File: config.mk
export PLATFORM = sky130hd
export DESIGN_NAME = mem_rd_burst_responder_flat
export DESIGN_NICKNAME = d
export VERILOG_FILES = /design/src/rtl/mem_rd_burst_responder_if.sv /design/src/rtl/mem_rd_burst_responder.sv /design/src/flat_wrapper.sv
export SDC_FILE = /design/constraint.sdc
export NUM_CORES = 1
export LEC_CHECK = 0
export ABC_AREA = 0
export BUFFER_PORTS_ARGS = -buffer_cell sky130_fd_sc_hd__buf_4
export CAP_MARGIN = 20
export CORE_MARGIN = 3
export CORE_UTILIZATION = 57
export CTS_CLUSTER_DIAMETER = 60
export DETAILED_ROUTE_END_ITERATION = 16
export GPL_TIMING_DRIVEN = 0
export PLACE_DENSITY = 0.9
export SETUP_SLACK_MARGIN = 0.5
export SYNTH_ARGS = -nofsm -noshare
export SYNTH_HDL_FRONTEND = slang
export SYNTH_SLANG_ARGS = --single-unit
File: constraint.sdc
create_clock -name clk -period 4.56 [get_ports clk]
set_clock_uncertainty 0.1 [all_clocks]
set_input_delay 0 -clock clk [delete_from_list [all_inputs] [get_ports clk]]
set_output_delay 0 -clock clk [all_outputs]
set_load 0.005 [all_outputs]
File: src/rtl/mem_rd_burst_responder_if.sv
// Read-burst bus bundle: line request, beat response and the SRAM port.
// The responder uses the slave modport; the cache/bench side uses master.
interface mem_rd_burst_responder_if #(
   parameter int SRAM_AW = 12
);
   logic               rd_req_valid;
   logic [31:0]        rd_req_addr;
   logic               rd_req_ready;
   logic               rd_rsp_valid;
   logic [31:0]        rd_rsp_data;
   logic               rd_rsp_last;
   logic               rd_rsp_ready;
   logic               sram_ren;
   logic [SRAM_AW-1:0] sram_raddr;
   logic [31:0]        sram_rdata;

   modport slave (
      input  rd_req_valid, rd_req_addr, rd_rsp_ready, sram_rdata,
      output rd_req_ready, rd_rsp_valid, rd_rsp_data, rd_rsp_last, sram_ren, sram_raddr
   );

   modport master (
      output rd_req_valid, rd_req_addr, rd_rsp_ready, sram_rdata,
      input  rd_req_ready, rd_rsp_valid, rd_rsp_data, rd_rsp_last, sram_ren, sram_raddr
   );
endinterface

File: src/rtl/mem_rd_burst_responder.sv
// Line read-burst responder: fetches BURST_LEN words from a sync-read SRAM and streams them out.
// Define MEM_RSP_DELAY_EN to insert a RSP_DELAY-cycle WAIT state between accept and the first read.
module mem_rd_burst_responder #(
   parameter int BURST_LEN = 8,
   parameter int SRAM_AW   = 12,
   parameter int RSP_DELAY = 4
) (
   input  logic                     clk,
   input  logic                     rst,
   mem_rd_burst_responder_if.slave  bus
);
   localparam int CW = $clog2(BURST_LEN) + 1;

   typedef enum logic [1:0] {
      S_IDLE  = 2'd0,
      S_FETCH = 2'd1
`ifdef MEM_RSP_DELAY_EN
      , S_WAIT = 2'd2
`endif
   } state_t;

   state_t             r_state;
   state_t             w_state_next;
   logic [SRAM_AW-1:0] r_base;
   logic [CW-1:0]      r_issued_cnt;
   logic [CW-1:0]      r_beat_cnt;
   logic               r_inflight;
   logic [1:0]         r_count;
   logic               r_wr_ptr;
   logic               r_rd_ptr;
   logic [31:0]        r_fifo [0:1];

   logic               w_req_ready;
   logic               w_ren;
   logic               w_accept;
   logic               w_valid;
   logic [31:0]        w_head;
   logic               w_pop;
   logic               w_push;
   logic               w_fifo_pop;
   logic               w_last;
   logic [SRAM_AW-1:0] w_req_base;
   logic               w_unused;

   assign w_accept   = bus.rd_req_valid && w_req_ready;
   assign w_req_base = bus.rd_req_addr[SRAM_AW+1:2] & ~SRAM_AW'(BURST_LEN - 1);
   assign w_unused   = &{1'b0, bus.rd_req_addr[31:SRAM_AW+2], bus.rd_req_addr[1:0], RSP_DELAY[0]};

   // The word returning from the SRAM this cycle is presented directly when the
   // buffer is empty, so the first beat appears one cycle after its read.
   assign w_valid    = (r_count != 2'd0) || r_inflight;
   assign w_head     = (r_count != 2'd0) ? r_fifo[r_rd_ptr] : bus.sram_rdata;
   assign w_pop      = w_valid && bus.rd_rsp_ready;
   assign w_push     = r_inflight && !((r_count == 2'd0) && w_pop);
   assign w_fifo_pop = w_pop && (r_count != 2'd0);
   assign w_last     = w_valid && (r_beat_cnt == CW'(BURST_LEN - 1));

   assign bus.rd_req_ready = w_req_ready;
   assign bus.rd_rsp_valid = w_valid;
   assign bus.rd_rsp_data  = w_valid ? w_head : 32'd0;
   assign bus.rd_rsp_last  = w_last;
   assign bus.sram_ren     = w_ren;
   assign bus.sram_raddr   = r_base + SRAM_AW'(r_issued_cnt);

`ifdef MEM_RSP_DELAY_EN
   logic [3:0] r_delay_cnt;

   always_ff @(posedge clk or negedge rst) begin
      if (!rst) begin
         r_delay_cnt <= 4'd0;
      end else if (w_accept) begin
         r_delay_cnt <= 4'(RSP_DELAY);
      end else if ((r_state == S_WAIT) && (r_delay_cnt != 4'd0)) begin
         r_delay_cnt <= r_delay_cnt - 4'd1;
      end
   end
`endif

   always_ff @(posedge clk or negedge rst) begin
      if (!rst) begin
         r_state <= S_IDLE;
      end else begin
         r_state <= w_state_next;
      end
   end

   always_comb begin
      w_state_next = r_state;
      case (r_state)
         S_IDLE: begin
            if (w_accept) begin
`ifdef MEM_RSP_DELAY_EN
               w_state_next = S_WAIT;
`else
               w_state_next = S_FETCH;
`endif
            end
         end
`ifdef MEM_RSP_DELAY_EN
         // Leave on the cycle the counter steps to zero so FETCH starts right after.
         S_WAIT: begin
            if (r_delay_cnt <= 4'd1) begin
               w_state_next = S_FETCH;
            end
         end
`endif
         S_FETCH: begin
            if (w_pop && w_last) begin
               w_state_next = S_IDLE;
            end
         end
         default: w_state_next = S_IDLE;
      endcase
   end

   // Reads are throttled so buffered plus in-flight words never exceed two.
   always_comb begin
      w_req_ready = 1'b0;
      w_ren       = 1'b0;
      case (r_state)
         S_IDLE:  w_req_ready = 1'b1;
         S_FETCH: w_ren = (r_issued_cnt < CW'(BURST_LEN)) &&
                          ((r_count + {1'b0, r_inflight}) < 2'd2);
         default: ;
      endcase
   end

   always_ff @(posedge clk or negedge rst) begin
      if (!rst) begin
         r_base       <= '0;
         r_issued_cnt <= '0;
         r_beat_cnt   <= '0;
         r_inflight   <= 1'b0;
         r_count      <= 2'd0;
         r_wr_ptr     <= 1'b0;
         r_rd_ptr     <= 1'b0;
      end else begin
         if (w_accept) begin
            r_base       <= w_req_base;
            r_issued_cnt <= '0;
            r_beat_cnt   <= '0;
         end else begin
            if (w_ren) begin
               r_issued_cnt <= r_issued_cnt + CW'(1);
            end
            if (w_pop) begin
               r_beat_cnt <= r_beat_cnt + CW'(1);
            end
         end
         r_inflight <= w_ren;
         if (w_push) begin
            r_wr_ptr <= ~r_wr_ptr;
         end
         if (w_fifo_pop) begin
            r_rd_ptr <= ~r_rd_ptr;
         end
         r_count <= r_count + 2'(w_push) - 2'(w_fifo_pop);
      end
   end

   genvar gi;
   generate
      for (gi = 0; gi < 2; gi++) begin : g_fifo
         always_ff @(posedge clk or negedge rst) begin
            if (!rst) begin
               r_fifo[gi] <= 32'd0;
            end else if (w_push && (int'(r_wr_ptr) == gi)) begin
               r_fifo[gi] <= bus.sram_rdata;
            end
         end
      end
   endgenerate
endmodule

File: src/flat_wrapper.sv
// flat-port wrapper written by rule: the top's interface ports become plain ports
module mem_rd_burst_responder_flat 
#(
   parameter int BURST_LEN = 8,
   parameter int SRAM_AW   = 12,
   parameter int RSP_DELAY = 4
)
  (clk, rst, bus_rd_req_valid, bus_rd_req_addr, bus_rd_rsp_ready, bus_sram_rdata, bus_rd_req_ready, bus_rd_rsp_valid, bus_rd_rsp_data, bus_rd_rsp_last, bus_sram_ren, bus_sram_raddr);
  mem_rd_burst_responder_if #(.SRAM_AW(SRAM_AW)) bus_i ();
  input  logic clk;
  input  logic rst;
  input wire logic [$bits(bus_i.rd_req_valid)-1:0] bus_rd_req_valid;
  input wire logic [$bits(bus_i.rd_req_addr)-1:0] bus_rd_req_addr;
  input wire logic [$bits(bus_i.rd_rsp_ready)-1:0] bus_rd_rsp_ready;
  input wire logic [$bits(bus_i.sram_rdata)-1:0] bus_sram_rdata;
  output wire logic [$bits(bus_i.rd_req_ready)-1:0] bus_rd_req_ready;
  output wire logic [$bits(bus_i.rd_rsp_valid)-1:0] bus_rd_rsp_valid;
  output wire logic [$bits(bus_i.rd_rsp_data)-1:0] bus_rd_rsp_data;
  output wire logic [$bits(bus_i.rd_rsp_last)-1:0] bus_rd_rsp_last;
  output wire logic [$bits(bus_i.sram_ren)-1:0] bus_sram_ren;
  output wire logic [$bits(bus_i.sram_raddr)-1:0] bus_sram_raddr;
  assign bus_i.rd_req_valid = bus_rd_req_valid;
  assign bus_i.rd_req_addr = bus_rd_req_addr;
  assign bus_i.rd_rsp_ready = bus_rd_rsp_ready;
  assign bus_i.sram_rdata = bus_sram_rdata;
  assign bus_rd_req_ready = bus_i.rd_req_ready;
  assign bus_rd_rsp_valid = bus_i.rd_rsp_valid;
  assign bus_rd_rsp_data = bus_i.rd_rsp_data;
  assign bus_rd_rsp_last = bus_i.rd_rsp_last;
  assign bus_sram_ren = bus_i.sram_ren;
  assign bus_sram_raddr = bus_i.sram_raddr;
  mem_rd_burst_responder #(.BURST_LEN(BURST_LEN), .SRAM_AW(SRAM_AW), .RSP_DELAY(RSP_DELAY)) u_core (.clk(clk), .rst(rst), .bus(bus_i));
endmodule
==> metrics.cfg <==
[finish]
diodes = 0
fin_area_um2 = 5917
drive_gt1_share_pct = 38.37
area_delta_synth_final_pct = 34.19
nNetsFinal = 571

[routing]
routed_wl_um = 10800
via_count = 3354
firstDrtPassIters = 5
drc_errors = 0
routed_via_density = 5.571
ant_nets = 0
drt_iter0_drc = 183
wl_per_cell_um = 17.94

[critical_path]
r2r_cells = 8
critPathKind = reg2out
cp_max_fo = 10
critical_path_required_ns = 4.46
setup.worst_path.start = u_core.r_count[0]
rrSetupSlack_ns = 2.51
crit_path_end_kind = output pin
critPathLaunchType = flop
rr_startpoint = u_core.r_count[0]
cp-endpoint = bus_rd_rsp_data[12]
crit_arrival_ns = 2.05
r2r_end = u_core.r_count[1]

[run]
cap_viol_max_count = 0

[power_and_ir_drop]
vdd_drop_max_mv = 0.4597
p_int_mw = 2.732
p_comb_share_pct = 51.5
p_leak_nw = 2.796
p_sw_share_pct = 35.39
p_seq_share_pct = 34.2
power_density_nw_per_um2 = 714.7
total_power_mw = 4.229
pwr-share-clk_pct = 14.2
power_switching_mw = 1.497

[die]
die_h_um = 93.95
core_um2 = 7370
fp-row-count = 31
die-area_um2 = 8827
die_w_um = 93.95
num_io_pins = 116
initial_core_util_pct = 59.83

[place]
dp_hpwl_um = 6708
place_area_um2 = 5216
io_buffers = 91
gp_congestion = 0.7558

[grt]
grt_pass1_wl_um = 17460
grt_usage_pct = 25.39
grt_max_degree = 88
grt-ovfl-total = 0
antenna_found_initial = 0
grt_pass1_vias = 3571

[timing]
finalCritPeriodShare_pct = 47.12
relSlewSlack_pct = 62.35
period_minus_slack_ns = 2.149
setup_viol = 0
finalHoldViolCount = 0
rsz0062_at_grt = no
drv_slew = 0
setup_tns_ns = 0
fmax_mhz = 465.4
worstMarginPinSlew_ns = 0.5648

[cts]
cts_resized = 0
clock_path_buffers = 2
root_buffer = clkbuf_8
clock_latency_ns = 0.35
clk_pin_slew_ns = 0.10
cts_buffers = 9
cts_max_level = 3
cts_sinks = 87
cts_tree = done

[synth]
syn_inst = 350
synth_warnings = 0
synth_area_um2 = 4409
synth_edf_count = 0
syn_area_per_cell_um2 = 12.60
synth.most_common_cell = dfrtp_1
ys_ff_latch = 87
yosys.area.top_type_share_pct = 49.38
ys_types = 34
yosys-top-cells-area = dfrtp_1, mux2_4, mux2_2
synth_top_area_cell = dfrtp_1
synthArstFlopShare_pct = 100.0
synth_common_cells = dfrtp_1, nand3_1, mux2i_1, o21ai_0, mux2_2
synth_nets = 423
synthFlopType = dfrtp_1
synth.yosys.seq_area_share_pct = 49.38

[hold_path]
hold_path.class = in2reg

[status]
status = finished clean

==> metrics by stage <==
stage	util, %	setup slack [ns]	instances	hold slack (ns)
global route	80.29	2.248	602	0.3210
CTS	79.78	2.418	600	0.3138
detailed placement	70.78	2.553	540	0.1408
global placement	70.78	2.616	540	0.1347
finish	80.29	2.411	602	0.3256
floorplan	-	2.707	350	-0.3956
==> kinds of logic (layout without fill, tap and decap cells) <==
group / after synthesis / count (layout) / synth area share, %
xor gates and xnor gates: 13 / 13 / 2.582
muxes: 107 / 107 / 28.94
DFF: 87 / 87 / 49.38
AOI/OAI and AO/OA: 43 / 43 / 5.619
and+or+nand+nor: 64 / 64 / 7.690
adders and majority gates: 5 / 5 / 1.419
buffers and inverters: 31 / 184 / 4.370
==> how the worst min path moves through the flow <==
| stage | startpoint | endpoint | slack (ns) | cells past startpoint |
|---|---|---|---|---|
| 6_report | bus_rd_req_addr[10] | u_core.r_base[8] | 0.33 | 3 |
| 3_3_place_gp | bus_rd_req_addr[6] | u_core.r_base[4] | 0.13 | 2 |
| 5_1_grt | bus_rd_req_addr[10] | u_core.r_base[8] | 0.32 | 3 |
| 4_1_cts | bus_rd_req_addr[11] | u_core.r_base[9] | 0.31 | 3 |
| 2_1_floorplan | rst | u_core.r_base[10] | -0.40 | 0 |
| 3_5_place_dp | bus_rd_req_addr[8] | u_core.r_base[6] | 0.14 | 2 |
==> routing by layer <==
metal / GRT usage (%) / vias up / wire length, µm
li1: - / 1531 / -
met1: 30.47 / 1704 / 4450
met2: 45.95 / 105 / 5665
met3: 4.327 / 14 / 530
met4: 8.424 / 0 / 152
met5: 0 / - / 0
==> placed cells by master, fill, tap and decap left out, types with 8 or more instances in the layout <==
cell type,instances
buf_4,95
dfrtp_1,87
dlygate4sd3_1,45
nand3_1,41
mux2i_1,33
o21ai_0,33
mux2_2,32
mux2_4,30
mux2_1,12
clkbuf_8,10
clkbuf_1,8
==> flip-flops by register name, indices dropped and copies added (netlist names) <==
name,count
u_core.r_state,1
u_core.r_fifo,64
u_core.r_beat_cnt,4
u_core.r_count,2
u_core.r_inflight,1
u_core.r_rd_ptr,1
u_core.r_issued_cnt,4
u_core.r_base,9
u_core.r_wr_ptr,1
==> area by class of cell <==
| class | count | area [µm²] |
|---|---|---|
| multi-input cells | 232 | 2039 |
| fillers | 436 | 1453 |
| flip-flops and latches | 87 | 2177 |
| clock buffers | 11 | 141.4 |
| plain buffers | 28 | 181.4 |
| inverters | 3 | 11.26 |
| well taps | 99 | 123.9 |
| repair buffers | 137 | 1161 |
| clock inverters | 5 | 81.33 |
==> critical path: stages (launching register included) <==
cell and delay [ns]:
dfrtp_1 0.44, nor2_2 0.18, buf_4 0.20, buf_1 0.46, nand3_1 0.14, o21ai_0 0.14, buf_4 0.16
==> what timing repair did <==
action,4_1_cts,5_1_grt
hold buffers,44,1
setup buffers,0,0
endpoints found under the hold margin,162,11
==> power groups by stage <==
stage,Combinational [mW],Sequential [mW],Clock (mW)
detailed placement,2.13,1.44,0
CTS,2.17,1.43,0.605
finish,2.18,1.45,0.601
floorplan,1.34,1.36,0
global placement,2.05,1.40,0
global route,2.37,1.49,0.639
Power figures use the tool's default switching activity.
